==> src/rtl/seq_ctrl_timing.sv <==
// Sequencer driven by the one-hot T0..T15 timing lines: fetch, decode, execute.
// Define SEQ_TIMING_CHECK_EN to enable the timing-line check and sticky ERR flag.
module seq_ctrl_timing #(
    parameter int unsigned     OP_W    = 5,
    parameter int unsigned     NSTEP   = 16,
    parameter logic [OP_W-1:0] HALT_OP = '1
) (
    input  logic             CLK,
    input  logic             CLR,
    input  logic [NSTEP-1:0] T,
    input  logic [OP_W-1:0]  OPCODE,
    input  logic             START,
    input  logic             STOP_REQ,
    output logic             SC_CLR,
    output logic             LD_AR,
    output logic             INC_PC,
    output logic             LD_IR,
    output logic             DECODE,
    output logic             EXEC,
    output logic [1:0]       EXEC_STEP,
    output logic             BUSY,
    output logic             HALTED,
    output logic             ERR
);

    localparam int unsigned STEP_W = 4;
    localparam int unsigned LEN_W  = 3;

    typedef enum logic [2:0] {
        IDLE  = 3'd0,
        FETCH = 3'd1,
        DEC   = 3'd2,
        EXE   = 3'd3,
        HALT  = 3'd4
    } state_t;

    state_t            state, nxt_state;
    logic [STEP_W-1:0] step, nxt_step;
    logic [LEN_W-1:0]  exec_len, nxt_len;
    logic              stop_pend, nxt_stop;
    logic              busy_now, last_step, nxt_last, mismatch;

    assign busy_now  = (state == FETCH) || (state == DEC) || (state == EXE);
    assign last_step = (state == EXE) && (step == STEP_W'(exec_len) + STEP_W'(3));

`ifdef SEQ_TIMING_CHECK_EN
    logic first_fetch;

    // First FETCH cycle after IDLE is exempt: the counter is just leaving its clear.
    always_ff @(posedge CLK or posedge CLR) begin
        if (CLR) begin
            first_fetch <= 1'b0;
            ERR         <= 1'b0;
        end else begin
            first_fetch <= (state == IDLE) && START;
            ERR         <= ERR | mismatch;
        end
    end

    assign mismatch = busy_now && !first_fetch && (T != (NSTEP'(1) << step));
`else
    logic unused_t;

    assign unused_t = ^T;
    assign mismatch = 1'b0;
    assign ERR      = 1'b0;
`endif

    // Next-state and shadow step logic
    always_comb begin
        nxt_state = state;
        nxt_step  = step;
        nxt_len   = exec_len;
        nxt_stop  = stop_pend;
        if (busy_now && STOP_REQ) begin
            nxt_stop = 1'b1;
        end
        unique case (state)
            IDLE: begin
                nxt_step = '0;
                if (START) begin
                    nxt_state = FETCH;
                end
            end
            FETCH: begin
                nxt_step = step + STEP_W'(1);
                if (step == STEP_W'(2)) begin
                    nxt_state = DEC;
                end
            end
            DEC: begin
                unique case (OPCODE[OP_W-1 -: 2])
                    2'b00:   nxt_len = LEN_W'(1);
                    2'b01:   nxt_len = LEN_W'(3);
                    2'b10:   nxt_len = LEN_W'(2);
                    default: nxt_len = LEN_W'(4);
                endcase
                nxt_state = EXE;
                nxt_step  = step + STEP_W'(1);
            end
            EXE: begin
                if (last_step) begin
                    nxt_step = '0;
                    if (OPCODE == HALT_OP) begin
                        nxt_state = HALT;
                    end else if (stop_pend || STOP_REQ) begin
                        nxt_state = IDLE;
                        nxt_stop  = 1'b0;
                    end else begin
                        nxt_state = FETCH;
                    end
                end else begin
                    nxt_step = step + STEP_W'(1);
                end
            end
            HALT: begin
                nxt_step = '0;
            end
            default: begin
                nxt_state = IDLE;
                nxt_step  = '0;
            end
        endcase
        if (mismatch) begin
            nxt_state = HALT;
            nxt_step  = '0;
        end
    end

    assign nxt_last = (nxt_state == EXE) && (nxt_step == STEP_W'(nxt_len) + STEP_W'(3));

    // State registers; outputs are registered from the next state so they track state/step exactly
    always_ff @(posedge CLK or posedge CLR) begin
        if (CLR) begin
            state     <= IDLE;
            step      <= '0;
            exec_len  <= LEN_W'(1);
            stop_pend <= 1'b0;
            SC_CLR    <= 1'b1;
            LD_AR     <= 1'b0;
            INC_PC    <= 1'b0;
            LD_IR     <= 1'b0;
            DECODE    <= 1'b0;
            EXEC      <= 1'b0;
            EXEC_STEP <= 2'b0;
            BUSY      <= 1'b0;
            HALTED    <= 1'b0;
        end else begin
            state     <= nxt_state;
            step      <= nxt_step;
            exec_len  <= nxt_len;
            stop_pend <= nxt_stop;
            SC_CLR    <= (nxt_state == IDLE) || (nxt_state == HALT) || nxt_last;
            LD_AR     <= (nxt_state == FETCH) && (nxt_step == STEP_W'(0));
            INC_PC    <= (nxt_state == FETCH) && (nxt_step == STEP_W'(1));
            LD_IR     <= (nxt_state == FETCH) && (nxt_step == STEP_W'(2));
            DECODE    <= (nxt_state == DEC);
            EXEC      <= (nxt_state == EXE);
            EXEC_STEP <= (nxt_state == EXE) ? 2'(nxt_step - STEP_W'(4)) : 2'b0;
            BUSY      <= (nxt_state == FETCH) || (nxt_state == DEC) || (nxt_state == EXE);
            HALTED    <= (nxt_state == HALT);
        end
    end

endmodule

==> config.mk <==
export PLATFORM = sky130hd
export DESIGN_NAME = seq_ctrl_timing
export DESIGN_NICKNAME = d
export VERILOG_FILES = /design/src/rtl/seq_ctrl_timing.sv
export SDC_FILE = /design/constraint.sdc
export NUM_CORES = 1
export LEC_CHECK = 0
export CAP_MARGIN = 20
export CORE_MARGIN = 1.5
export CORE_UTILIZATION = 46
export CTS_CLUSTER_DIAMETER = 200
export DETAILED_ROUTE_END_ITERATION = 6
export GPL_TIMING_DRIVEN = 0
export PLACE_DENSITY = 0.78
export SETUP_SLACK_MARGIN = 0.02
export SYNTH_ARGS = -nofsm -noshare
export SYNTH_HDL_FRONTEND = slang
export SYNTH_SLANG_ARGS = --single-unit
==> constraint.sdc <==
create_clock -name CLK -period 3.2 [get_ports CLK]
set_input_delay 0.32 -clock CLK [delete_from_list [all_inputs] [get_ports CLK]]
set_output_delay 0.32 -clock CLK [all_outputs]
set_load 0.03 [all_outputs]
Yosys cells after proc, flatten, opt, wreduce, memory -nomap -nowiden
Index checks and enable logic that the tools add are counted.
Word-level totals
  register bits: 21
  input port bits: 25
Operators by class
  $add $sub $neg: 4
  eq/ne operators: 16
  multiplexer cells: 16
  reductions and logical operators: 18
Operators with widths (count)
  3-bit 2-to-1 mux: 5
  3-bit case mux with 5 select lines: 1
  3-bit by 2-bit == test with 1-bit output, second input constant: 4
  3-bit case mux with 3 select lines: 1
  3-bit by 2-bit adder with 4-bit output, second input constant: 2
  4-bit by 2-bit == test with 1-bit output, second input constant: 2
  4-bit == test: 2
  4-bit case mux with 2 select lines: 1
  1-bit logical OR: 7
  3-bit by 1-bit == test with 1-bit output, second input constant: 2
  3-bit == test, second input constant: 2
  1-bit logical AND: 6
  3-bit zero test: 2
  1-bit 2-to-1 mux: 6
  5-bit == test, second input constant: 1
  4-bit by 1-bit adder with 4-bit output, second input constant: 1
  4-bit by 1-bit == test with 1-bit output, second input constant: 1
  4-bit zero test: 1
  4-bit 2-to-1 mux: 1
  2-bit by 1-bit == test with 1-bit output, second input constant: 1
  2-bit == test, second input constant: 1
  2-bit zero test: 1
  2-bit 2-to-1 mux: 1
  2-bit OR reduction: 1
  2-bit by 1-bit subtractor with 2-bit output, second input constant: 1

Logic depth before layout (Yosys ltp)
  depth in word-level cells: 9
  depth in mapped cells: 12
  mapped depth without buffers: 12

Worst setup path before layout
No wires, ideal clock.
  kind: register to register
  start: register state[0]
  end: register SC_CLR
  library setup time: 0.097 ns
  data arrival time: 2.278 ns
  required time: 3.103 ns
  path slack: 0.824 ns
  cell stages (with the launch flop): 11
  buffers on the path: 1
  cell sequence: dfrtp_1 > clkbuf_2 > nor3b_4 > o21ai_0 > ha_1 > nor2b_1 > o21ai_0 > or3b_1 > o22ai_1 > a22oi_1 > o41ai_2
Between the ends
  longest elaborated chain between the ends: 7
  elaborated cells between the ends (all ways): 22
Ends and longest elaborated chain
  start: declaration: RTL line 37  | state_t state, nxt_state;
  start signal: assignment: RTL line 149  | state <= nxt_state;
  branches (longest 6 deep; another with 3-bit by 2-bit adder with 4-bit output)
  1-bit logical OR (*): RTL line 153  | SC_CLR <= (nxt_state == IDLE) || (nxt_state == HALT) || nxt_last;
  end signal: assignment: RTL line 153
  end: declaration: RTL line 14  | output logic SC_CLR,
Mark *: on every way between the ends.

Worst setup path in the final report
Ends and elaborated chain as after synthesis.

==> flow_summary.ini <==
[place]
dp_cells = 169
io_buffers = 18
gp_congestion = 0.772
hpwl_um = 1770

[global_route]
grt_pass1_vias = 853
antenna_found_initial = 0
grt_usage_pct = 18.5
grt_max_degree = 22
grt_pass1_wl_um = 3840
grt.overflow.total = 0

[floorplanning]
die_height_um = 54.5
die_area_um2 = 2970
ioPinCount = 36
rows = 18
die_width_um = 54.5
core_um2 = 2500
initial_core_util_pct = 48.8

[final_layout]
area_growth_pct = 20.3
n_antenna_cell = 0
drive_above_1_share_pct = 15.4
layout.nets = 176
n_fill_cell = 228
final_cells = 173

[drt]
ant_nets = 0
drc = 0
vias_per_cell = 5.39
drt-initial-drc-count = 20
vias = 932
wl_per_cell_um = 13.3
drt_wl_total_um = 2290
first_pass_iters = 4

[sta]
finalSetupTns_ps = 0
setup_viol = 0
report.final.hold_viol_count = 0
rsz0062_at_grt = no
fmax_mhz = 374
maxSlewViolCount = 0
period_needed_ps = 2670
tightest_slew_ps = 780
whs_ps = 443
final.setup_skew_ps = 4.84
relSlewSlack_pct = 48.0
post-route-period-util_pct = 83.5

[yosys]
synth_common_cells = dfrtp_1, inv_1, nor2_1
synthFlopType = dfrtp_1
avgSynthCellArea_um2 = 10.1
yosysTopAreaCell = dfrtp_1
synth_top_area_share_pct = 38.9
synth-edff-count = 0
ys_seq_area_share_pct = 43.2
syn_nets = 153
synth_cell_type_count = 40
synthCells = 121
syn_area_um2 = 1220
ys_warn_count = 0
synthArstFlopShare_pct = 100
synth-seq-cells = 21
synth_most_common_cell = dfrtp_1
netlist_top_cells_area = dfrtp_1, ha_1, dfstp_2

[power]
sequentialPowerShare_pct = 28.9
vdd_drop_max_mv = 0.621
p_int_uw = 834
pwr_density_cell_nw_per_um2 = 1040
p_comb_share_pct = 62.4
clkPwrFrac_pct = 8.7
p_total_mw = 1.52
leakage_nw = 0.650
switchingPower_uw = 688
swShare_pct = 45.2

[clock_tree]
cts_root_buf = clkbuf_4
cts_buffers = 3
post_cts_resized = 0
clock-sinks = 21
ctsHoldBuffers = 0
cts_buffer_depth = 2
h-tree-depth = 1
cts_tree = built
postCtsSetupRepairBufs = 0
clkLatencyLatePin_ps = 300
path_clk_slew_ps = 120

[critical_path]
arrival_ps = 2880
end_kind = flop
crit_path_max_fanout = 8
crit-reg2reg-launch = state[0]$_DFF_PP0_
crit_start = state[0]$_DFF_PP0_
setup.worst_path.class = flop to flop
required_ps = 3410
worstRegToRegCells = 10
crit_path_start_kind = flop

[hold_path]
hp-class = input port to async pin

[job]
max_cap_violations = 0

[outcome]
status = finished clean
==> per-stage QoR <==
step           instance area, um2  setup slack [ps]  utilization, %
2_1_floorplan                1220               824               -
3_3_place_gp                 1440               360            57.6
3_5_place_dp                 1440               284            57.6
4_1_cts                      1470               502            58.8
5_1_grt                      1470               304            58.8
6_report                     1470               529            58.8
==> registers in the layout, indices dropped and copies added, names as in the netlist, 2 cells and up <==
name       cells
step           4
exec_len       3
state          3
EXEC_STEP      2
==> logic make-up after synthesis <==
family          count (synthesis)  share of synthesized area (%)
flops                          21                           43.2
xor+xnor                        8                           5.74
fa+ha+maj                       7                           7.17
compound gates                 24                           15.3
simple gates                   43                           21.3
buf+inv                        15                           5.33
mux                             2                           1.64
other cells                     1                          0.307
==> critical path: stages (launching register included) <==
cell      delay (ps)
dfrtp_1          380
clkbuf_2         180
nor3b_4          380
o21ai_0          240
ha_1             290
nor2b_1          130
o21ai_0          160
or3b_1           360
o22ai_1          130
a22oi_1          110
o41ai_2          220
==> layout make-up <==
cell class,count,area [um2],area share (%)
Sequential cell,21,528,35.9
Tap cell,30,37.5,2.56
Inverter,10,37.5,2.56
Clock inverter,1,7.51,0.511
Timing Repair Buffer,18,180,12.3
Multi-Input combinational cell,85,628,42.8
Buffer,5,27.5,1.87
Clock buffer,3,22.5,1.53
==> per-layer routing <==
| layer | GRT usage, % | vias up | wire length (um) |
|---|---|---|---|
| met1 | 24.2 | 460 | 1020 |
| met3 | 1.64 | 4 | 31 |
| met5 | 0 | - | 0 |
| li1 | - | 458 | - |
| met4 | 8.75 | 0 | 40 |
| met2 | 30.7 | 10 | 1200 |
==> placed cells by master, fill, tap and decap left out, types with 2 or more instances in the layout <==
cell	netlist	routed
xnor2_1	5	5
nand3_1	3	3
nor3_1	5	5
nand2b_1	3	3
dfstp_2	2	2
nor2_1	9	9
nor3b_1	2	2
ha_1	7	7
nor3b_2	2	2
clkdlybuf4s50_1	0	18
buf_2	3	3
dfrtp_1	19	19
inv_1	10	10
clkbuf_4	0	3
or2_2	2	2
xor2_1	3	3
o21ai_0	6	6
nand2_1	5	5
mux2i_1	2	2
nor2b_1	4	4
and3_1	3	3
a21oi_1	6	6
==> worst paths after layout <==
check	end	slack, ps
min	step[2]$_DFF_PP0_	440
max reg2reg	SC_CLR$_DFF_PP1_	530
max	SC_CLR$_DFF_PP1_	530
min reg2reg	stop_pend$_DFF_PP0_	590
min in group CLK	stop_pend$_DFF_PP0_	590
max in group asynchronous	step[3]$_DFF_PP0_	2280
==> power by group through the flow <==
stage	logic (mW)	registers, mW	clock network, mW
2_1_floorplan	0.670	0.502	0
3_3_place_gp	0.921	0.439	0
3_5_place_dp	0.952	0.446	0
4_1_cts	0.955	0.440	0.136
5_1_grt	1.05	0.456	0.140
6_report	0.950	0.440	0.132
Note: power is estimated with default switching activity, not from simulation.
